===== src/rtl/vip_axi4_types_pkg.sv =====
// rtl/vip_axi4_types_pkg.sv - shared AXI4 VIP types, constants and helpers
package vip_axi4_types_pkg;

  localparam int          VIP_AXI4_MAX_LENGTH_C          = 256;
  localparam int          VIP_AXI4_4K_ADDRESS_BOUNDARY_C = 4096;
  localparam logic [1:0]  VIP_AXI4_BURST_INCR_C          = 2'b01;

  typedef enum logic [1:0] {
    VIP_AXI4_RESP_OKAY_C   = 2'b00,
    VIP_AXI4_RESP_EXOKAY_C = 2'b01,
    VIP_AXI4_RESP_SLVERR_C = 2'b10,
    VIP_AXI4_RESP_DECERR_C = 2'b11
  } vip_axi4_resp_t;

  typedef enum logic [2:0] {
    VIP_AXI4_SIZE_1B_C   = 3'd0,
    VIP_AXI4_SIZE_2B_C   = 3'd1,
    VIP_AXI4_SIZE_4B_C   = 3'd2,
    VIP_AXI4_SIZE_8B_C   = 3'd3,
    VIP_AXI4_SIZE_16B_C  = 3'd4,
    VIP_AXI4_SIZE_32B_C  = 3'd5,
    VIP_AXI4_SIZE_64B_C  = 3'd6,
    VIP_AXI4_SIZE_128B_C = 3'd7
  } vip_axi4_size_t;

  typedef enum logic [1:0] {
    VIP_AXI4_RD_IDLE_C  = 2'd0,
    VIP_AXI4_RD_ISSUE_C = 2'd1,
    VIP_AXI4_RD_DRAIN_C = 2'd2,
    VIP_AXI4_RD_DONE_C  = 2'd3
  } vip_axi4_rd_ctrl_state_t;

  function automatic vip_axi4_size_t size_as_enum(input int unsigned bytes);
    case (bytes)
      1:       return VIP_AXI4_SIZE_1B_C;
      2:       return VIP_AXI4_SIZE_2B_C;
      4:       return VIP_AXI4_SIZE_4B_C;
      8:       return VIP_AXI4_SIZE_8B_C;
      16:      return VIP_AXI4_SIZE_16B_C;
      32:      return VIP_AXI4_SIZE_32B_C;
      64:      return VIP_AXI4_SIZE_64B_C;
      128:     return VIP_AXI4_SIZE_128B_C;
      default: return VIP_AXI4_SIZE_1B_C;
    endcase
  endfunction

  // EXOKAY ranks with OKAY: a merged status only reports failures.
  function automatic vip_axi4_resp_t worst_resp(input vip_axi4_resp_t a, input vip_axi4_resp_t b);
    if (a == VIP_AXI4_RESP_DECERR_C || b == VIP_AXI4_RESP_DECERR_C) return VIP_AXI4_RESP_DECERR_C;
    if (a == VIP_AXI4_RESP_SLVERR_C || b == VIP_AXI4_RESP_SLVERR_C) return VIP_AXI4_RESP_SLVERR_C;
    return VIP_AXI4_RESP_OKAY_C;
  endfunction

endpackage


===== src/rtl/vip_axi4_burst_len_calc.sv =====
// rtl/vip_axi4_burst_len_calc.sv - beats for the next INCR burst (len cap, 4 KB cap, remaining)
module vip_axi4_burst_len_calc
  import vip_axi4_types_pkg::*;
#(
  parameter int DATA_WIDTH_P    = 64,
  parameter int LEN_WIDTH_P     = 20,
  parameter int MAX_BURST_LEN_P = 256
) (
  input  logic [11:0]            addr,
  input  logic [LEN_WIDTH_P-1:0] remaining,
  output logic [8:0]             n
);

  localparam int SIZE_LOG2_C = $clog2(DATA_WIDTH_P / 8);
  localparam int CW_C        = (LEN_WIDTH_P > 13) ? LEN_WIDTH_P : 13;

  logic [12:0]     w_to_4k_bytes;
  logic [CW_C-1:0] w_to_4k_beats;
  logic [CW_C-1:0] w_cap;
  logic [CW_C-1:0] w_rem;
  logic [CW_C-1:0] w_n;

  // addr is beat-aligned, so the byte distance divides exactly into beats
  assign w_to_4k_bytes = 13'(VIP_AXI4_4K_ADDRESS_BOUNDARY_C) - {1'b0, addr};
  assign w_to_4k_beats = CW_C'(w_to_4k_bytes >> SIZE_LOG2_C);
  assign w_cap = (w_to_4k_beats < CW_C'(MAX_BURST_LEN_P)) ? w_to_4k_beats : CW_C'(MAX_BURST_LEN_P);
  assign w_rem = CW_C'(remaining);
  assign w_n   = (w_rem < w_cap) ? w_rem : w_cap;
  assign n     = 9'(w_n);

endmodule


===== src/rtl/vip_axi4_rd_burst_ctrl.sv =====
// rtl/vip_axi4_rd_burst_ctrl.sv - splits a read command into 4 KB-safe INCR bursts and streams R data
module vip_axi4_rd_burst_ctrl
  import vip_axi4_types_pkg::*;
#(
  parameter int ID_WIDTH_P        = 4,
  parameter int ADDR_WIDTH_P      = 32,
  parameter int DATA_WIDTH_P      = 64,
  parameter int LEN_WIDTH_P       = 20,
  parameter int MAX_BURST_LEN_P   = 256,
  parameter int MAX_OUTSTANDING_P = 4
) (
  input  logic                    clk,
  input  logic                    rst_n,
  input  logic                    cmd_valid,
  output logic                    cmd_ready,
  input  logic [ADDR_WIDTH_P-1:0] cmd_addr,
  input  logic [LEN_WIDTH_P-1:0]  cmd_beats,
  input  logic [ID_WIDTH_P-1:0]   cmd_id,
  output logic [ID_WIDTH_P-1:0]   arid,
  output logic [ADDR_WIDTH_P-1:0] araddr,
  output logic [7:0]              arlen,
  output logic [2:0]              arsize,
  output logic [1:0]              arburst,
  output logic                    arvalid,
  input  logic                    arready,
  input  logic [DATA_WIDTH_P-1:0] rdata,
  input  logic [1:0]              rresp,
  input  logic                    rlast,
  input  logic                    rvalid,
  output logic                    rready,
  output logic [DATA_WIDTH_P-1:0] dout_data,
  output logic                    dout_valid,
  output logic                    dout_last,
  input  logic                    dout_ready,
  output logic                    done_valid,
  output logic [1:0]              done_resp,
  output logic                    busy
);

  localparam int BYTES_C     = DATA_WIDTH_P / 8;
  localparam int SIZE_LOG2_C = $clog2(BYTES_C);

  vip_axi4_rd_ctrl_state_t r_state, w_state_nxt;
  logic [ADDR_WIDTH_P-1:0] r_addr;
  logic [LEN_WIDTH_P-1:0]  r_remaining;
  logic [LEN_WIDTH_P-1:0]  r_total;
  logic [LEN_WIDTH_P-1:0]  r_rx_cnt;
  logic [ID_WIDTH_P-1:0]   r_id;
  vip_axi4_resp_t          r_acc_resp;
  logic [4:0]              r_outstanding, w_outstanding_nxt;
  logic [8:0]              w_n;
  logic                    w_issue, w_active;
  logic                    w_cmd_hs, w_ar_hs, w_r_hs, w_rlast_hs;

  vip_axi4_burst_len_calc #(
    .DATA_WIDTH_P    (DATA_WIDTH_P),
    .LEN_WIDTH_P     (LEN_WIDTH_P),
    .MAX_BURST_LEN_P (MAX_BURST_LEN_P)
  ) u_len_calc (
    .addr      (r_addr[11:0]),
    .remaining (r_remaining),
    .n         (w_n)
  );

  assign w_issue  = (r_state == VIP_AXI4_RD_ISSUE_C);
  assign w_active = w_issue || (r_state == VIP_AXI4_RD_DRAIN_C);

  // IDLE is the reset state, so cmd_ready is qualified to stay low while reset is held
  assign cmd_ready = rst_n && (r_state == VIP_AXI4_RD_IDLE_C);
  assign busy      = (r_state != VIP_AXI4_RD_IDLE_C);

  assign arvalid = w_issue && (r_outstanding < 5'(MAX_OUTSTANDING_P));
  assign araddr  = w_issue ? r_addr : '0;
  assign arlen   = w_issue ? 8'(w_n - 9'd1) : '0;
  assign arid    = w_issue ? r_id : '0;
  assign arsize  = w_issue ? 3'(size_as_enum(BYTES_C)) : '0;
  assign arburst = w_issue ? VIP_AXI4_BURST_INCR_C : '0;

  assign rready     = w_active && dout_ready;
  assign dout_valid = w_active && rvalid;
  assign dout_data  = w_active ? rdata : '0;
  assign dout_last  = dout_valid && (r_rx_cnt == r_total - LEN_WIDTH_P'(1));

  assign done_valid = (r_state == VIP_AXI4_RD_DONE_C);
  assign done_resp  = done_valid ? 2'(r_acc_resp) : '0;

  assign w_cmd_hs   = cmd_valid && cmd_ready;
  assign w_ar_hs    = arvalid && arready;
  assign w_r_hs     = rvalid && rready;
  assign w_rlast_hs = w_r_hs && rlast;

  always_comb begin
    w_outstanding_nxt = r_outstanding;
    if (w_ar_hs && !w_rlast_hs)      w_outstanding_nxt = r_outstanding + 5'd1;
    else if (!w_ar_hs && w_rlast_hs) w_outstanding_nxt = r_outstanding - 5'd1;
  end

  // DRAIN looks at the next outstanding count so done_valid follows the last rlast by one cycle
  always_comb begin
    w_state_nxt = r_state;
    case (r_state)
      VIP_AXI4_RD_IDLE_C:
        if (w_cmd_hs) w_state_nxt = (cmd_beats != '0) ? VIP_AXI4_RD_ISSUE_C : VIP_AXI4_RD_DONE_C;
      VIP_AXI4_RD_ISSUE_C:
        if (w_ar_hs && (r_remaining == LEN_WIDTH_P'(w_n))) w_state_nxt = VIP_AXI4_RD_DRAIN_C;
      VIP_AXI4_RD_DRAIN_C:
        if (w_outstanding_nxt == '0) w_state_nxt = VIP_AXI4_RD_DONE_C;
      VIP_AXI4_RD_DONE_C:
        w_state_nxt = VIP_AXI4_RD_IDLE_C;
      default:
        w_state_nxt = VIP_AXI4_RD_IDLE_C;
    endcase
  end

  always_ff @(posedge clk or negedge rst_n) begin
    if (!rst_n) begin
      r_state       <= VIP_AXI4_RD_IDLE_C;
      r_addr        <= '0;
      r_remaining   <= '0;
      r_total       <= '0;
      r_rx_cnt      <= '0;
      r_id          <= '0;
      r_acc_resp    <= VIP_AXI4_RESP_OKAY_C;
      r_outstanding <= '0;
    end else begin
      r_state       <= w_state_nxt;
      r_outstanding <= w_outstanding_nxt;
      if (w_cmd_hs) begin
        r_addr      <= cmd_addr & ~ADDR_WIDTH_P'(BYTES_C - 1);
        r_remaining <= cmd_beats;
        r_total     <= cmd_beats;
        r_id        <= cmd_id;
        r_acc_resp  <= VIP_AXI4_RESP_OKAY_C;
        r_rx_cnt    <= '0;
      end
      if (w_ar_hs) begin
        r_addr      <= r_addr + (ADDR_WIDTH_P'(w_n) << SIZE_LOG2_C);
        r_remaining <= r_remaining - LEN_WIDTH_P'(w_n);
      end
      if (w_r_hs) begin
        r_rx_cnt   <= r_rx_cnt + LEN_WIDTH_P'(1);
        r_acc_resp <= worst_resp(r_acc_resp, vip_axi4_resp_t'(rresp));
      end
    end
  end

endmodule


===== config.mk =====
export PLATFORM = sky130hd
export DESIGN_NAME = vip_axi4_rd_burst_ctrl
export DESIGN_NICKNAME = d
export VERILOG_FILES = /design/src/rtl/vip_axi4_types_pkg.sv /design/src/rtl/vip_axi4_burst_len_calc.sv /design/src/rtl/vip_axi4_rd_burst_ctrl.sv
export SDC_FILE = /design/constraint.sdc
export NUM_CORES = 1
export LEC_CHECK = 0
export CORE_MARGIN = 2
export CORE_UTILIZATION = 43
export DETAILED_ROUTE_END_ITERATION = 8
export PLACE_DENSITY = 0.84
export SYNTH_ARGS = -nofsm -noshare
export SYNTH_HDL_FRONTEND = slang
export SYNTH_HIERARCHICAL = 1
export SYNTH_SLANG_ARGS = --single-unit

===== constraint.sdc =====
create_clock -name clk -period 12 [get_ports clk]
set_input_delay 1.2 -clock clk [delete_from_list [all_inputs] [get_ports clk]]
set_output_delay 1.2 -clock clk [all_outputs]
set_load 0.02 [all_outputs]

Word-level counts from Yosys, hierarchy flattened
Index checks and enable logic that the tools add are counted.
{"block": "op_classes", "addsub": 8, "order_cmp": 3, "n_eq_ne": 12, "mux": 33, "reduce_logical": 24}
{"cell": "$mux 32", "count": 3}
{"cell": "$mux 20", "count": 4}
{"cell": "$mux 64", "count": 1}
{"cell": "$add 32x12->32", "count": 1}
{"cell": "$mux 2", "count": 12}
{"cell": "$add 20x1->20 const B", "count": 1}
{"cell": "$eq 20x20->1", "count": 1}
{"cell": "$eq 20x9->1", "count": 1}
{"cell": "$lt 20x10->1", "count": 1}
{"cell": "$reduce_bool 20->1", "count": 1}
{"cell": "$sub 20x1->20 const B", "count": 1}
{"cell": "$sub 20x9->20", "count": 1}
{"cell": "$sub 13x12->13 const A", "count": 1}
{"cell": "$eq 2x2->1 const B", "count": 6}
{"cell": "$logic_and 1x1->1", "count": 12}
{"cell": "$lt 10x9->1 const B", "count": 1}
{"cell": "$mux 10", "count": 1}
{"cell": "$mux 5", "count": 2}
{"cell": "$mux 9", "count": 1}
{"cell": "$mux 8", "count": 1}
{"cell": "$pmux 2 s4", "count": 1}
{"cell": "$sub 8x1->8 const B", "count": 1}
{"cell": "$mux 1", "count": 6}
{"cell": "$reduce_bool 2->1", "count": 3}
{"cell": "12 further kinds", "count": 16}
{"block": "word_totals", "reg_bits": 105, "input_bits": 129, "output_inout_bits": 122, "word_cells": 88}

Logic depth before layout (Yosys ltp)
{"block": "logic_depth", "word_depth": 11, "ltp_mapped": 21}

Modules after synthesis
Netlist, hierarchy kept.
{"mod": "vip_axi4_rd_burst_ctrl", "instances": 1, "cells_each": 955, "area_per_inst_um2": 7681.1, "seq_area_each_um2": 2552.4}
{"mod": "vip_axi4_burst_len_calc", "instances": 1, "cells_each": 74, "area_per_inst_um2": 508.0, "seq_area_each_um2": 0.0}

Worst setup path after synthesis
OpenSTA, ideal clock, no wires.
{"block": "synth_path", "path_type": "register to output", "from": "register r_addr[3]", "to": "output arlen[4]", "t_arrival_ns": 4.197, "slack_ns": 6.603, "stages_incl_launch_ff": 18, "n_path_buf": 2, "cell_sequence": "dfrtp_1 or4_1 buf_2 or4b_4 xor2_1 nand2_1 ha_1 nand4_1 nor4_1 nand4_1 o211ai_1 buf_2 mux2i_1 inv_1 ha_1 nand3_1 xnor2_1 and2_1"}
{"block": "synth_via", "elab_chain_len": 7}
{"item": "start, declared", "line_no": "vip_axi4_rd_burst_ctrl.sv:44", "rtl": "logic [ADDR_WIDTH_P-1:0] r_addr;"}
{"item": "start signal, assigned", "line_no": "vip_axi4_rd_burst_ctrl.sv:129", "rtl": "r_addr <= cmd_addr & ~ADDR_WIDTH_P'(BYTES_C - 1);"}
{"item": "start signal, assigned", "line_no": "vip_axi4_rd_burst_ctrl.sv:137", "rtl": "r_addr <= r_addr + (ADDR_WIDTH_P'(w_n) << SIZE_LOG2_C);"}
{"item": "$sub 13x12->13 (*)", "line_no": "vip_axi4_burst_len_calc.sv:24", "rtl": "assign w_to_4k_bytes = 13'(VIP_AXI4_4K_ADDRESS_BOUNDARY_C) - {1'b0, addr};"}
{"item": "$lt 10x9->1", "line_no": "vip_axi4_burst_len_calc.sv:26", "rtl": "assign w_cap = (w_to_4k_beats < CW_C'(MAX_BURST_LEN_P)) ? w_to_4k_beats : CW_C'(MAX_BURST_LEN_P);"}
{"item": "$mux 10 (*)", "line_no": "vip_axi4_burst_len_calc.sv:26"}
{"item": "$lt 20x10->1", "line_no": "vip_axi4_burst_len_calc.sv:28", "rtl": "assign w_n = (w_rem < w_cap) ? w_rem : w_cap;"}
{"item": "$mux 9 (*)", "line_no": "vip_axi4_burst_len_calc.sv:28"}
{"item": "named net w_n[1]", "line_no": "vip_axi4_rd_burst_ctrl.sv:51", "rtl": "logic [8:0] w_n;"}
{"item": "$sub 8x1->8 (*)", "line_no": "vip_axi4_rd_burst_ctrl.sv:74", "rtl": "assign arlen = w_issue ? 8'(w_n - 9'd1) : '0;"}
{"item": "$mux 8 (*)", "line_no": "vip_axi4_rd_burst_ctrl.sv:74"}
{"item": "end, declared", "line_no": "vip_axi4_rd_burst_ctrl.sv:21", "rtl": "output logic [7:0] arlen,"}
The timed path passes the listed nets; every way through them passes the cells marked *.

Worst setup path in the final report
Ends and elaborated chain as after synthesis.

==> results.md <==
- Place WS: 5.61 ns
- Post-synth EDFFs: 0
- Setup bufs post-CTS: 0
- Iter 0 DRT Violations: 747
- XOR/XNOR Fraction of Synth Area: 0.0439
- GR Overflow Total: 0
- Total Power: 3.03 mW
- Final Worst Setup Slack: 5.04 ns
- Yosys reg bits: 102
- Multiplexer area fraction after synthesis: 0.0173
- Row cnt: 50
- P&R area growth vs syn: 34.5%
- Synthesized instance count: 1029
- DR vias: 8470
- Number of H-tree levels: 3
- Slew Limit Fails: 0
- Vias in the first global route: 7979
- Via-per-instance ratio: 5.73
- Overall routing resource usage: 0.254
- Antenna Cells: 0
- Leakage: 4.60 nW
- Clk slew on worst S/H paths: 0.08 ns
- # clock sinks: 102
- Cell area after synthesis: 8190 um^2
- Max incr delay on CP: 0.69 ns
- Cell Chain, Critical Path: or4_1 -> or4b_4 -> xor2_1 -> nand2_1 -> ha_1 -> nand4_1 -> nor4_1 -> nand4_1 -> o211ai_1 -> buf_4 -> mux2i_1 -> inv_1 -> ha_1 -> nand3_1 -> xnor2_1 -> and2_1 -> clkdlybuf4s50_1
- Routed Wire Length: 26100 um
- Ys async rst share: 1.00
- Hold Path Origin: r_id[0]$_DFFE_PN0P_
- Slew HR: 0.346
- Required @ worst endpoint: 10.80 ns
- Die Width: 142 um
- Worst-Margin Slew: 0.979 ns
- Synth Warn #: 6
- CP Capture Type: output pin
- CTS tree: built
- Post-DP HPWL: 19600 um
- Clock buffer depth: 2
- Reg2reg start: r_addr[3]$_DFFE_PN0P_
- Period utilization: 0.580
- Clk_lat worst skew: 0.36 ns
- Fmax: 144 MHz
- Routability cong.: 0.902
- VDD IR max: 0.153 mV
- Share of layout cells above drive strength 1: 0.0306
- PortBufs: 242
- Post-synthesis sequential area ratio: 0.312
- Initial antenna violation count: 0
- Startpoint Class: flop
- Critical-path top delay cell: or4_1
- Setup Crit Path Kind: flop to output pin
- Syn Area/Cell: 7.96 um^2
- Hold Path Class: flop to flop
- Main combinational cell family by area after synthesis: simple AND/OR/NAND/NOR gates
- Hold depth: 2
- Max-Cap Viols: 0
- Ys flop type: dfrtp_1
- Critical path data arrival time: 5.76 ns
- WHS: 0.475 ns
- Global-route wire length before repair: 41100 um
- Post-synth cell types: 79
- Hold buffer count at cts: 0
- Drt pass-1 iters: 7
- Fin crit period: 6.96 ns
- RSZ-0062 raised after global routing: false
- Hold Fails Final Rpt: 0
- # resized after CTS: 0
- # IOs: 251
- Setup TNS: 0 ns
- Compound-gate portion of the synthesized area: 0.177
- Root Driver: clkbuf_16
- DRC violations left: 0
- WL/cell: 17.7 um
- Post-Route Skew: 0.00996 ns
- Crit path from: r_addr[3]$_DFFE_PN0P_
- Core Footprint: 18700 um^2
- Status: finished clean
- Worst R2R Path Depth: 18
- Starting Density: 0.438
- CTS buffer count: 9
- Largest net degree at the start of global routing: 70
- Pwr dens: 275 nW/um^2
- Final setup fails: 0
- Post-route ant nets: 0
- Vert. Die Dim: 142 um
- Die area: 20200 um^2
- Synth Area in Simple Gates: 0.333
- Worst-path fanout max: 8
- Post-synthesis adder-cell area fraction: 0.0614
- Nets: 1406
## synth_stat cells, types with 4 or more instances
library cell    n  area, um^2
o311ai_0        8        70.1
ha_1           37         463
o21ai_0        44         220
a21oi_1        34         170
nand3_1        34         170
and3_1         14        87.6
clkbuf_1       42         158
a211o_1         4        35.0
xnor2_1        25         219
a221o_1         4        40.0
a22o_1          4        35.0
inv_1          43         161
o21bai_1        4        30.0
mux2i_1        13         130
nor2b_1         7        43.8
nor4_1         25         156
or4_1           9        67.6
nand3b_1        4        30.0
o211ai_1       13        97.6
nand4_1        18         113
a21o_1          4        30.0
or3_1           5        31.3
and4_1          6        52.6
nand4b_1        4        35.0
o31ai_1        11        82.6
a21boi_0        4        30.0
nor3b_1         4        30.0
xor2_1         16         140
a211oi_1       12        90.1
o211a_1         4        40.0
buf_4           9        67.6
a311oi_1        7        61.3
dfrtp_1       102        2550
nand2_1       158         593
o21a_1         13        97.6
a31oi_1        17         106
and2_1        112         701
buf_2           6        30.0
nand2b_1        4        25.0
nor2_1         54         203
nor3_1         34         170
## worst paths after layout
path                                                to  slack (ns)
setup / recovery                              arlen[4]        5.04
hold / removal                     r_id[0]$_DFFE_PN0P_        0.48
setup reg to reg           r_remaining[19]$_DFFE_PN0P_        5.52
hold reg to reg                    r_id[0]$_DFFE_PN0P_        0.48
max in group asynchronous       r_addr[21]$_DFFE_PN0P_        9.87
min in group asynchronous   r_remaining[8]$_DFFE_PN0P_        0.86
## state kept, by name (all words and copies together) (netlist names)
register / cells
r_acc_resp: 2
r_addr: 29
r_id: 4
r_outstanding: 5
r_remaining: 20
r_rx_cnt: 20
r_state: 2
r_total: 20
## metal layers
metal,vias to the layer above,track usage,wire length (um),share of wire
li1,4086,-,-,-
met1,4081,0.357,11800,0.45
met2,266,0.408,12300,0.47
met3,37,0.0528,1570,0.060
met4,0,0.0505,459,0.018
met5,-,0,0,0
## stage by stage
step | util | std cells | instance area, um^2
after floorplan | - | 1039 | 8230
after global placement | 0.573 | 1461 | 10700
after detailed placement | 0.573 | 1461 | 10700
after CTS | 0.589 | 1477 | 11000
after global routing | 0.589 | 1477 | 11000
final | 0.589 | 1477 | 11000
## cells by family after synthesis
| logic type | count (synthesis) |
|---|---|
| AOI/OAI and AO/OA | 212 |
| other | 2 |
| and+or+nand+nor | 514 |
| xor gates and xnor gates | 41 |
| DFF | 102 |
| muxes | 14 |
| adders and majority gates | 39 |
| buffers and inverters | 105 |
## placed cells by master, fill, tap and decap left out, drive strengths merged, types with 5 or more instances in the layout
master,netlist,routed
a211oi,12,12
a21oi,34,34
a311oi,7,7
a31oi,17,17
and2,112,112
and3,14,14
and4,6,6
buf,19,8
clkbuf,42,11
clkdlybuf4s50,0,241
conb,2,12
dfrtp,102,102
ha,37,37
inv,44,46
mux2i,13,13
nand2,159,159
nand3,34,34
nand4,18,18
nor2,55,55
nor2b,7,7
nor3,35,35
nor4,25,25
o211ai,13,13
o21a,13,13
o21ai,45,45
o311ai,8,8
o31ai,11,11
or3,5,5
or4,9,9
xnor2,25,25
xor2,16,16
## layout make-up
class	instances	area [um^2]
Multi-Input combinational cell	832	5230
Sequential cell	102	2550
Timing Repair Buffer	249	2470
Clock inverter	5	66.3
Clock buffer	11	233
Inverter	44	168
Fill cell	1620	7690
Tap cell	234	293
## worst max-delay path, delay by kind of cell (launching register included)
| kind | cells | cell delay (ns) |
|---|---|---|
| xor+xnor | 2 | 0.29 |
| simple gates | 8 | 2.27 |
| mux | 1 | 0.53 |
| buf+inv | 3 | 0.99 |
| fa+ha+maj | 2 | 0.62 |
| flops | 1 | 0.42 |
| compound gates | 1 | 0.27 |
## power breakdown
group | switching, mW | internal (mW) | leakage, nW
Clock | 0.141 | 0.165 | 0.142
Sequential | 0.203 | 0.481 | 1.26
Combinational | 1.12 | 0.917 | 3.19
Total | 1.46 | 1.56 | 4.60
No activity file was read; power rests on OpenSTA's default activity.
